--- src/rtl/cam_cfg_sequencer.sv ---
// Camera sensor boot sequencer: walks a {reg,val} table into i2c_core, then serves host accesses.
// Optional CAM_CFG_READBACK_EN: read back every ACKed table write and compare against the table value.
module cam_cfg_sequencer #(
    parameter logic [7:0]  I2C_ADDR   = 8'h60,
    parameter int          TBL_AW     = 8,
    parameter int          DELAY_UNIT = 83000,
    parameter int          MAX_RETRY  = 3,
    parameter logic [23:0] TIMEOUT    = 24'hFFFFFF
) (
    input  logic              clk,
    input  logic              rst_n,
    input  logic              start,
    output logic [TBL_AW-1:0] tbl_addr,
    input  logic [15:0]       tbl_data,
    input  logic              host_req,
    input  logic              host_rw,
    input  logic [7:0]        host_reg,
    input  logic [7:0]        host_wdata,
    output logic              host_ack,
    output logic [8:0]        host_rdata,
    output logic [7:0]        i2c_addr,
    output logic [7:0]        i2c_cmd,
    output logic [7:0]        i2c_tx_data,
    output logic              i2c_start_trigger,
    input  logic              i2c_busy,
    input  logic              i2c_ack,
    input  logic [7:0]        i2c_rx_data,
    output logic              done,
    output logic              err,
    output logic [TBL_AW-1:0] err_idx
);

    localparam logic [7:0]  ADDR_WR   = I2C_ADDR & 8'hFE;
    localparam logic [7:0]  ADDR_RD   = I2C_ADDR | 8'h01;
    localparam logic [7:0]  RETRY_MAX = 8'(MAX_RETRY);
    localparam logic [31:0] DLY_UNIT  = 32'(DELAY_UNIT);

    typedef enum logic [3:0] {
        S_IDLE, S_FETCH, S_DECODE, S_TRIG, S_WAIT,
        S_DELAY, S_DONE, S_ERR, S_H_TRIG, S_H_WAIT
    } state_t;

    state_t            state_q;
    logic [TBL_AW-1:0] idx_q;
    logic [7:0]        retry_q;
    logic [31:0]       dly_q;
    logic [23:0]       to_q;
    logic              busy_s1_q;
    logic              busy_s2_q;
    logic              start_pend_q;
    logic              host_ack_q;
    logic [8:0]        host_rdata_q;
    logic [7:0]        addr_q;
    logic [7:0]        cmd_q;
    logic [7:0]        tx_q;
    logic              trig_q;
    logic              done_q;
    logic              err_q;
    logic [TBL_AW-1:0] err_idx_q;
`ifdef CAM_CFG_READBACK_EN
    logic              rd_phase_q;
`endif

    logic       to_hit;
    logic       txn_fail;
    logic [7:0] tbl_reg;
    logic [7:0] tbl_val;

    assign to_hit  = (to_q == TIMEOUT);
    assign tbl_reg = tbl_data[15:8];
    assign tbl_val = tbl_data[7:0];

    // A readback mismatch is folded into the NACK so it shares the retry path
    always_comb begin
        txn_fail = i2c_ack;
`ifdef CAM_CFG_READBACK_EN
        if (rd_phase_q && (i2c_rx_data != tx_q)) txn_fail = 1'b1;
`endif
    end

    always_ff @(posedge clk or negedge rst_n) begin
        if (!rst_n) begin
            state_q      <= S_IDLE;
            idx_q        <= '0;
            retry_q      <= '0;
            dly_q        <= '0;
            to_q         <= '0;
            busy_s1_q    <= 1'b0;
            busy_s2_q    <= 1'b0;
            start_pend_q <= 1'b0;
            host_ack_q   <= 1'b0;
            host_rdata_q <= '0;
            addr_q       <= ADDR_WR;
            cmd_q        <= '0;
            tx_q         <= '0;
            trig_q       <= 1'b0;
            done_q       <= 1'b0;
            err_q        <= 1'b0;
            err_idx_q    <= '0;
`ifdef CAM_CFG_READBACK_EN
            rd_phase_q   <= 1'b0;
`endif
        end else begin
            busy_s1_q  <= i2c_busy;
            busy_s2_q  <= busy_s1_q;
            host_ack_q <= 1'b0;
            unique case (state_q)
                S_IDLE:  state_q <= S_FETCH;
                S_FETCH: state_q <= S_DECODE;
                S_DECODE: begin
                    if (tbl_reg == 8'hFF) begin
                        done_q  <= 1'b1;
                        state_q <= S_DONE;
                    end else if (tbl_reg == 8'hFE) begin
                        dly_q   <= 32'(tbl_val) * DLY_UNIT;
                        state_q <= S_DELAY;
                    end else begin
                        addr_q  <= ADDR_WR;
                        cmd_q   <= tbl_reg;
                        tx_q    <= tbl_val;
                        trig_q  <= 1'b1;
                        to_q    <= '0;
                        state_q <= S_TRIG;
                    end
                end
                S_TRIG: begin
                    if (to_hit) begin
                        trig_q    <= 1'b0;
                        err_q     <= 1'b1;
                        err_idx_q <= idx_q;
                        state_q   <= S_ERR;
                    end else if (busy_s2_q) begin
                        trig_q  <= 1'b0;
                        to_q    <= '0;
                        state_q <= S_WAIT;
                    end else begin
                        to_q <= to_q + 24'd1;
                    end
                end
                S_WAIT: begin
                    if (to_hit) begin
                        err_q     <= 1'b1;
                        err_idx_q <= idx_q;
                        state_q   <= S_ERR;
                    end else if (!busy_s2_q) begin
                        if (txn_fail) begin
                            if (retry_q < RETRY_MAX) begin
                                retry_q <= retry_q + 8'd1;
                                addr_q  <= ADDR_WR;
                                trig_q  <= 1'b1;
                                to_q    <= '0;
                                state_q <= S_TRIG;
`ifdef CAM_CFG_READBACK_EN
                                rd_phase_q <= 1'b0;
`endif
                            end else begin
                                err_q     <= 1'b1;
                                err_idx_q <= idx_q;
                                state_q   <= S_ERR;
                            end
`ifdef CAM_CFG_READBACK_EN
                        end else if (!rd_phase_q) begin
                            rd_phase_q <= 1'b1;
                            addr_q     <= ADDR_RD;
                            trig_q     <= 1'b1;
                            to_q       <= '0;
                            state_q    <= S_TRIG;
`endif
                        end else begin
`ifdef CAM_CFG_READBACK_EN
                            rd_phase_q <= 1'b0;
`endif
                            retry_q <= '0;
                            idx_q   <= idx_q + 1'b1;
                            if (&idx_q) begin
                                done_q  <= 1'b1;
                                state_q <= S_DONE;
                            end else begin
                                state_q <= S_FETCH;
                            end
                        end
                    end else begin
                        to_q <= to_q + 24'd1;
                    end
                end
                S_DELAY: begin
                    if (dly_q == '0) begin
                        idx_q <= idx_q + 1'b1;
                        if (&idx_q) begin
                            done_q  <= 1'b1;
                            state_q <= S_DONE;
                        end else begin
                            state_q <= S_FETCH;
                        end
                    end else begin
                        dly_q <= dly_q - 32'd1;
                    end
                end
                S_DONE, S_ERR: begin
                    // host_ack_q blocks re-serving a request the host has not yet dropped
                    if (host_req && !host_ack_q) begin
                        start_pend_q <= start_pend_q | start;
                        addr_q       <= host_rw ? ADDR_RD : ADDR_WR;
                        cmd_q        <= host_reg;
                        tx_q         <= host_wdata;
                        trig_q       <= 1'b1;
                        to_q         <= '0;
                        state_q      <= S_H_TRIG;
                    end else if (start || start_pend_q) begin
                        start_pend_q <= 1'b0;
                        done_q       <= 1'b0;
                        err_q        <= 1'b0;
                        idx_q        <= '0;
                        retry_q      <= '0;
                        state_q      <= S_FETCH;
                    end
                end
                S_H_TRIG: begin
                    if (to_hit) begin
                        trig_q       <= 1'b0;
                        host_ack_q   <= 1'b1;
                        host_rdata_q <= 9'h100;
                        state_q      <= err_q ? S_ERR : S_DONE;
                    end else if (busy_s2_q) begin
                        trig_q  <= 1'b0;
                        to_q    <= '0;
                        state_q <= S_H_WAIT;
                    end else begin
                        to_q <= to_q + 24'd1;
                    end
                end
                S_H_WAIT: begin
                    if (to_hit) begin
                        host_ack_q   <= 1'b1;
                        host_rdata_q <= 9'h100;
                        state_q      <= err_q ? S_ERR : S_DONE;
                    end else if (!busy_s2_q) begin
                        host_ack_q   <= 1'b1;
                        host_rdata_q <= {i2c_ack, i2c_rx_data};
                        state_q      <= err_q ? S_ERR : S_DONE;
                    end else begin
                        to_q <= to_q + 24'd1;
                    end
                end
                default: state_q <= S_IDLE;
            endcase
        end
    end

    assign tbl_addr          = idx_q;
    assign host_ack          = host_ack_q;
    assign host_rdata        = host_rdata_q;
    assign i2c_addr          = addr_q;
    assign i2c_cmd           = cmd_q;
    assign i2c_tx_data       = tx_q;
    assign i2c_start_trigger = trig_q;
    assign done              = done_q;
    assign err               = err_q;
    assign err_idx           = err_idx_q;

endmodule

--- config.mk ---
export PLATFORM = sky130hd
export DESIGN_NAME = cam_cfg_sequencer
export DESIGN_NICKNAME = d
export VERILOG_FILES = /design/src/rtl/cam_cfg_sequencer.sv
export SDC_FILE = /design/constraint.sdc
export NUM_CORES = 1
export LEC_CHECK = 0
export BUFFER_PORTS_ARGS = -buffer_cell sky130_fd_sc_hd__buf_2
export CAP_MARGIN = 0
export CORE_UTILIZATION = 59
export DETAILED_ROUTE_END_ITERATION = 7
export PLACE_DENSITY = 0.81
export SLEW_MARGIN = 20
export SYNTH_ARGS = -nofsm -noshare
export SYNTH_HDL_FRONTEND = slang
export SYNTH_SLANG_ARGS = --single-unit
--- constraint.sdc ---
create_clock -name clk -period 3.1 [get_ports clk]
set_clock_uncertainty 0.15 [all_clocks]
set_input_delay 0.155 -clock clk [delete_from_list [all_inputs] [get_ports clk]]
set_output_delay 0.155 -clock clk [all_outputs]
set_load 0.05 [all_outputs]
==> impl_metrics.py, run 1 <==
metrics = {
    "status": {
        "outcome": "complete, no violations",
    },
    "logic_synthesis": {
        "yosysUniqueCellTypes": 70,
        "synth_top_family_by_area": "compound AO/OA/AOI/OAI gates",
        "synth-simple-area-share_pct": 19.9,
        "yosysWarnings": 0,
        "syn_area_um2": 8020,
        "synth_xor_xnor_area_share_pct": 1.64,
        "synth_compound_area_share_pct": 21.5,
        "avgSynthCellArea_um2": 8.83,
        "yosys_most_used_dff": "dfrtp_1",
        "synth_seq_cells": 117,
        "synth_edf_count": 0,
        "seq_area_frac_synth_pct": 36.5,
        "syn_inst": 909,
        "muxShareOfSynthArea_pct": 2.81,
        "yosys.area_share.adder_pct": 13.3,
        "synth-async-reset-ratio_pct": 100,
    },
    "global_route": {
        "grt_use_total_pct": 34.7,
        "grt_max_degree": 64,
        "use_met3_pct": 6.52,
        "top_usage_layer": "met2",
        "grt_pass1_vias": 7905,
        "grtUsageMet1_pct": 44.3,
        "grt_pass1_wl_um": 38800,
        "use_met2_pct": 57.4,
        "gr-total-overflow": 0,
        "antenna_found_initial": 0,
    },
    "layout": {
        "layout_commonest_cell": "dfrtp_1",
        "layout_common_cells": "115 x dfrtp_1, 91 x buf_2, 90 x nand2_1",
        "antennaDiodeCount": 0,
        "final_layout_size_suffix_gt1_share_pct": 22.6,
        "fin_cells": 1287,
        "area_growth_syn_to_layout_pct": 28.3,
        "final_nets": 1226,
        "final_area_um2": 10300,
        "n_fill_cell": 814,
    },
    "route": {
        "vias": 8219,
        "dr.pass1.iters": 8,
        "drc": 0,
        "first_iter_violations": 913,
        "routed_wl_um": 23700,
        "final_antenna_net_count": 0,
        "routedWlPerCell_um": 18.4,
        "drt-vias-per-instance": 6.39,
    },
    "worst_hold_path": {
        "worstHoldStart": "tbl_data[7]",
        "hold_path.class": "input pin to register",
    },
    "critical_path": {
        "r2r_start": "state_q[3]",
        "path_class": "input pin to register",
        "cp-startpoint": "tbl_data[7]",
        "cp_num_buf_inv": 1,
        "reg2reg_slack_ns": 0.08,
        "slowest_delay_ns": 0.52,
        "crit_fanout": 5,
        "critPathSlowestCell": "fa_1",
        "worstPathCellList": "buf_2 -> fa_1 -> ha_1 -> fa_1 -> ha_4 -> ha_4 -> o21ai_1 -> a21oi_1 -> nand2_2 -> o21ai_4 -> mux2i_1 -> a211o_1",
        "crit_family": "adder cells",
        "crit_path_start_kind": "input pin",
        "crit_arrival_ns": 3.18,
        "worst_setup_path_end_kind": "register",
        "worst_ep_required_time_ns": 3.25,
    },
    "power": {
        "peakVddDrop_uv": 455,
        "power_density_nw_per_um2": 825,
        "p_leak_nw": 4.78,
    },
    "cts": {
        "path_clk_slew_ns": 0.05,
        "cts_sinks": 117,
        "root_buffer": "clkbuf_16",
        "htreeDepth": 4,
        "cts_buffers": 17,
        "cts_tree": "done",
        "clockBufferDepth": 2,
        "clock_latency_ns": 0.42,
    },
    "placed_design": {
        "dpl.cell_count": 1217,
        "portBuffers": 92,
        "placed_cell_area_um2": 9230,
        "dpl.hpwl_um": 14600,
        "place_congestion": 0.922,
    },
    "die": {
        "row_count": 42,
        "die_w_um": 119,
        "die_h_um": 119,
        "die_area_um2": 14100,
        "start_util_pct": 60.6,
        "core_um2": 13200,
        "io_pins": 100,
    },
    "sta": {
        "setup_violations": 0,
        "fmax_mhz": 329,
        "worstMarginPinSlew_ns": 0.750,
        "finalMaxSlewViolations": 0,
        "relSlewSlack_pct": 49.7,
        "hold_viol": 0,
        "fin_crit_sh_pct": 98.0,
        "fin_crit_ns": 3.04,
    },
    "job": {
        "drv_cap": 0,
    },
}
-- Yosys cell counts (4+ instances only) --
master      n  area share, %
dfrtp_1   117             36
nand2_1    91            4.3
o21ai_0    80            5.0
nor2_1     79            3.7
ha_1       71             11
a21oi_1    58            3.6
nand3_1    36            2.2
inv_1      35            1.6
clkbuf_1   29            1.4
a31oi_1    24            1.9
or3_1      18            1.4
nor3_1     16            1.0
a22o_1     14            1.5
and3_1     14            1.1
nand4_1    14            1.1
mux2_2     12            1.7
a21o_1     11            1.0
nor4_1     11           0.86
o211ai_1   10           0.94
fa_1        9            2.2
mux2i_1     9            1.1
nand2b_1    9           0.70
buf_4       8           0.75
o22ai_1     8           0.62
xnor2_1     8           0.87
xor2_1      7           0.76
a211oi_1    6           0.56
nor2b_1     6           0.47
a221oi_1    5           0.55
and2_1      5           0.39
and4_1      5           0.55
o221ai_1    5           0.55
buf_2       4           0.25
nand3b_1    4           0.37
o41ai_1     4           0.44
or2_2       4           0.31
or4_1       4           0.37
-- final timing paths --
| check | to | depth (start not counted) |
|---|---|---|
| worst max-delay path | dly_q[21] | 12 |
| worst min-delay path | i2c_tx_data[7] | 4 |
| worst max register to register | i2c_cmd[3] | 9 |
| worst min register to register | busy_s2_q | 0 |
| max in group asynchronous | dly_q[22] | 4 |
| min in group asynchronous | err_idx[5] | 2 |
-- flip-flops by register name, indices dropped and copies added, names as in the netlist, 4 cells and up --
name	count
err_idx	8
dly_q	32
host_rdata	9
state_q	4
tbl_addr	8
to_q	24
i2c_tx_data	8
i2c_cmd	8
retry_q	8
-- worst register-to-register path, cell delays in order (launching register included) --
cell and delay, ns:
dfrtp_2 0.52, buf_4 0.19, nand3b_1 0.19, nor2b_1 0.14, or2_2 0.35, a21oi_2 0.14
buf_4 0.33, nor2_1 0.12, a31oi_1 0.24, dlygate4sd3_1 0.59
-- layer usage --
metal	vias to the layer above	routed length (um)
met2	469	11600
li1	3738	-
met4	0	675
met5	-	0
met1	3942	9670
met3	70	1830
-- cells by family after synthesis --
kind of cell,Yosys count
compound gates,268
xor+xnor,15
fa+ha+maj,80
buf+inv,80
flops,117
mux,21
other cells,2
simple gates,326
-- final cells by class --
type | instances | area [um2] | share of cell area (%)
multi-input cells | 717 | 4930 | 47.9
clock buffers | 22 | 454 | 4.41
repair buffers | 211 | 1480 | 14.3
inverters | 35 | 131 | 1.28
clock inverters | 9 | 153 | 1.48
flip-flops and latches | 117 | 2930 | 28.5
well taps | 176 | 220 | 2.14
-- repair_timing --
item                                   in CTS  in global routing
hold buffers                               38                  0
gates resized for setup                     1                 17
buffers inserted                            0                  1
endpoints found under the hold margin      74                  0
setup endpoints to repair                   1                 18
pin swaps                                   0                 12
-- stage by stage --
step / setup TNS (ns) / power [mW] / setup WS [ns] / hold slack (ns) / util (%)
finish: 0 / 8.49 / 0.0635 / 0.0604 / 77.7
detailed placement: -3.91 / 6.02 / -0.394 / 0.0410 / 69.7
global route: -0.0608 / 8.92 / -0.0248 / 0.0840 / 77.7
CTS: 0 / 8.25 / 0.0116 / 0.0255 / 77.2
global placement: -2.94 / 5.93 / -0.314 / 0.0395 / 69.7
floorplan: -0.274 / 4.92 / -0.0977 / -0.291 / -
-- report_power, final --
| part | internal [mW] | leakage (nW) | switching [mW] |
|---|---|---|---|
| combinational | 1.55 | 3.00 | 2.50 |
| clock | 1.36 | 0.286 | 0.691 |
| sequential | 1.96 | 1.50 | 0.431 |
| total | 4.87 | 4.78 | 3.63 |
Power figures use the tool's default switching activity.
==> inputs of run 2 (changes only) <==
--- a/config.mk
+++ b/config.mk
@@ -9,7 +9,7 @@
 export CAP_MARGIN = 0
 export CORE_UTILIZATION = 59
 export DETAILED_ROUTE_END_ITERATION = 7
-export PLACE_DENSITY = 0.81
+export PLACE_DENSITY_LB_ADDON = 0.25
 export SLEW_MARGIN = 20
 export SYNTH_ARGS = -nofsm -noshare
 export SYNTH_HDL_FRONTEND = slang
==> impl_metrics.py, run 2 (synthesized netlist as in run 1, its figures left out) <==
metrics = {
    "status": {
        "outcome": "complete, no violations",
    },
    "layout": {
        "largest_register": "dly_q",
        "area_growth_syn_to_layout_pct": 29.3,
        "antennaDiodeCount": 0,
        "largest_reg_flops": 32,
        "final_layout_size_suffix_gt1_share_pct": 23.3,
        "final_nets": 1230,
        "layout_commonest_cell": "dfrtp_1",
        "postLayoutCoreUtil_pct": 78.3,
        "n_fill_cell": 855,
        "multi_input_area_um2": 4960,
        "final_area_um2": 10400,
        "seqCellArea_um2": 2930,
        "layout_common_cells": "117 x dfrtp_1, 90 x nand2_1, 89 x buf_2",
    },
    "critical_path": {
        "r2r_start": "dly_q[20]",
        "crit_arrival_ns": 3.24,
        "rr_endpoint": "state_q[1]",
        "reg2reg_slack_ns": 0.18,
        "worst_setup_path_end_kind": "register",
        "crit_path_start_kind": "input pin",
        "worst_ep_required_time_ns": 3.31,
        "path_class": "input pin to register",
        "cp-startpoint": "tbl_data[5]",
        "worstRegToRegCells": 7,
        "setup.worst_path.end": "dly_q[24]",
        "crit_fanout": 5,
    },
    "global_route": {
        "grt_max_degree": 77,
        "grt_pass1_wl_um": 38000,
        "gr-total-overflow": 0,
        "antenna_found_initial": 0,
        "grt_pass1_vias": 7798,
        "grt_use_total_pct": 33.5,
    },
    "route": {
        "final_antenna_net_count": 0,
        "dr.pass1.iters": 5,
        "routedWlPerCell_um": 17.8,
        "routed_wl_um": 23100,
        "drc": 0,
        "drt-vias-per-instance": 6.26,
        "first_iter_violations": 818,
        "vias": 8092,
    },
    "die": {
        "core_um2": 13200,
        "die_w_um": 119,
        "die_area_um2": 14100,
        "die_h_um": 119,
        "start_util_pct": 60.6,
        "io_pins": 100,
        "row_count": 42,
    },
    "cts": {
        "cts_sinks": 117,
        "htreeDepth": 4,
        "clock_latency_ns": 0.42,
        "cts_buffers": 17,
        "root_buffer": "clkbuf_16",
        "cts_tree": "done",
        "path_clk_slew_ns": 0.05,
        "clockBufferDepth": 2,
    },
    "power": {
        "switching_share_pct": 42.9,
        "peakVddDrop_uv": 464,
        "total_power_mw": 8.32,
        "p_clk_share_pct": 24.4,
        "intPower_mw": 4.75,
        "p_comb_share_pct": 47.3,
        "p_sw_mw": 3.57,
        "power_frac_seq_pct": 28.3,
        "p_leak_nw": 4.80,
        "power_density_nw_per_um2": 802,
    },
    "placed_design": {
        "portBuffers": 92,
        "place_congestion": 0.932,
        "dpl.hpwl_um": 14800,
        "placed_cell_area_um2": 9270,
    },
    "sta": {
        "hold_ws_ns": 0.0509,
        "fin_crit_ns": 3.03,
        "fin_crit_sh_pct": 97.9,
        "fmax_mhz": 330,
        "fin_tns_setup_ns": 0,
        "finalMaxSlewViolations": 0,
        "hold_viol": 0,
        "setup_violations": 0,
        "worstMarginPinSlew_ns": 0.748,
        "relSlewSlack_pct": 49.7,
    },
    "job": {
        "drv_cap": 0,
    },
    "worst_hold_path": {
        "hold_path.class": "input pin to register",
    },
}
-- run 2: worst max-delay path, cell delays in order --
cell and delay, ns:
buf_4 0.13, fa_1 0.52, ha_4 0.19, fa_2 0.58, ha_4 0.22, ha_4 0.23
and4_1 0.21, a21oi_2 0.21, a21oi_4 0.10, or4b_4 0.47, o211ai_1 0.10, a21o_1 0.13
-- run 2: repair_timing --
| action | 4_1_cts | 5_1_grt |
|---|---|---|
| hold buffers | 38 | 0 |
| endpoints found under the hold margin | 71 | 0 |
| buffers inserted | 0 | 1 |
| setup endpoints to repair | 0 | 12 |
| gates resized for setup | 0 | 18 |
-- run 2: how the worst min path moves through the flow --
stage | start | to | slack, ns | depth (start not counted)
floorplan | rst_n | busy_s1_q | -0.29 | 0
global placement | rst_n | err_idx[7] | 0.02 | 1
detailed placement | rst_n | err_idx[7] | 0.03 | 1
CTS | tbl_data[4] | i2c_tx_data[4] | 0.04 | 4
global route | tbl_data[7] | i2c_tx_data[7] | 0.05 | 4
finish | tbl_data[7] | i2c_tx_data[7] | 0.05 | 4
-- run 2: power groups by stage --
stage | logic [mW] | registers [mW] | clock network [mW]
finish | 3.94 | 2.36 | 2.03
detailed placement | 3.72 | 2.33 | 0
CTS | 3.78 | 2.32 | 2.03
global route | 4.26 | 2.42 | 2.11
global placement | 3.65 | 2.32 | 0
floorplan | 2.00 | 2.92 | 0
-- run 2: area by class of cell --
cell class / instances / area share, %
sequential: 117 / 28.2
inverter: 35 / 1.27
clock inverter: 12 / 1.47
clock buffer: 20 / 4.40
multi-input combinational: 717 / 47.8
timing repair buffer: 215 / 14.7
tap: 176 / 2.12
-- run 2: metrics by stage --
stage / cells / worst slack, ns
4_1_cts: 1291 / 0.0333
6_report: 1292 / 0.0654
3_5_place_dp: 1221 / -0.413
5_1_grt: 1292 / -0.0219
2_1_floorplan: 914 / -0.0977
3_3_place_gp: 1221 / -0.334
-- run 2: metal layers --
| layer | track usage [%] | wire length, um |
|---|---|---|
| met2 | 54.9 | 11100 |
| met3 | 6.71 | 1660 |
| met5 | 0 | 0 |
| met4 | 12.4 | 606 |
| met1 | 43.8 | 9700 |
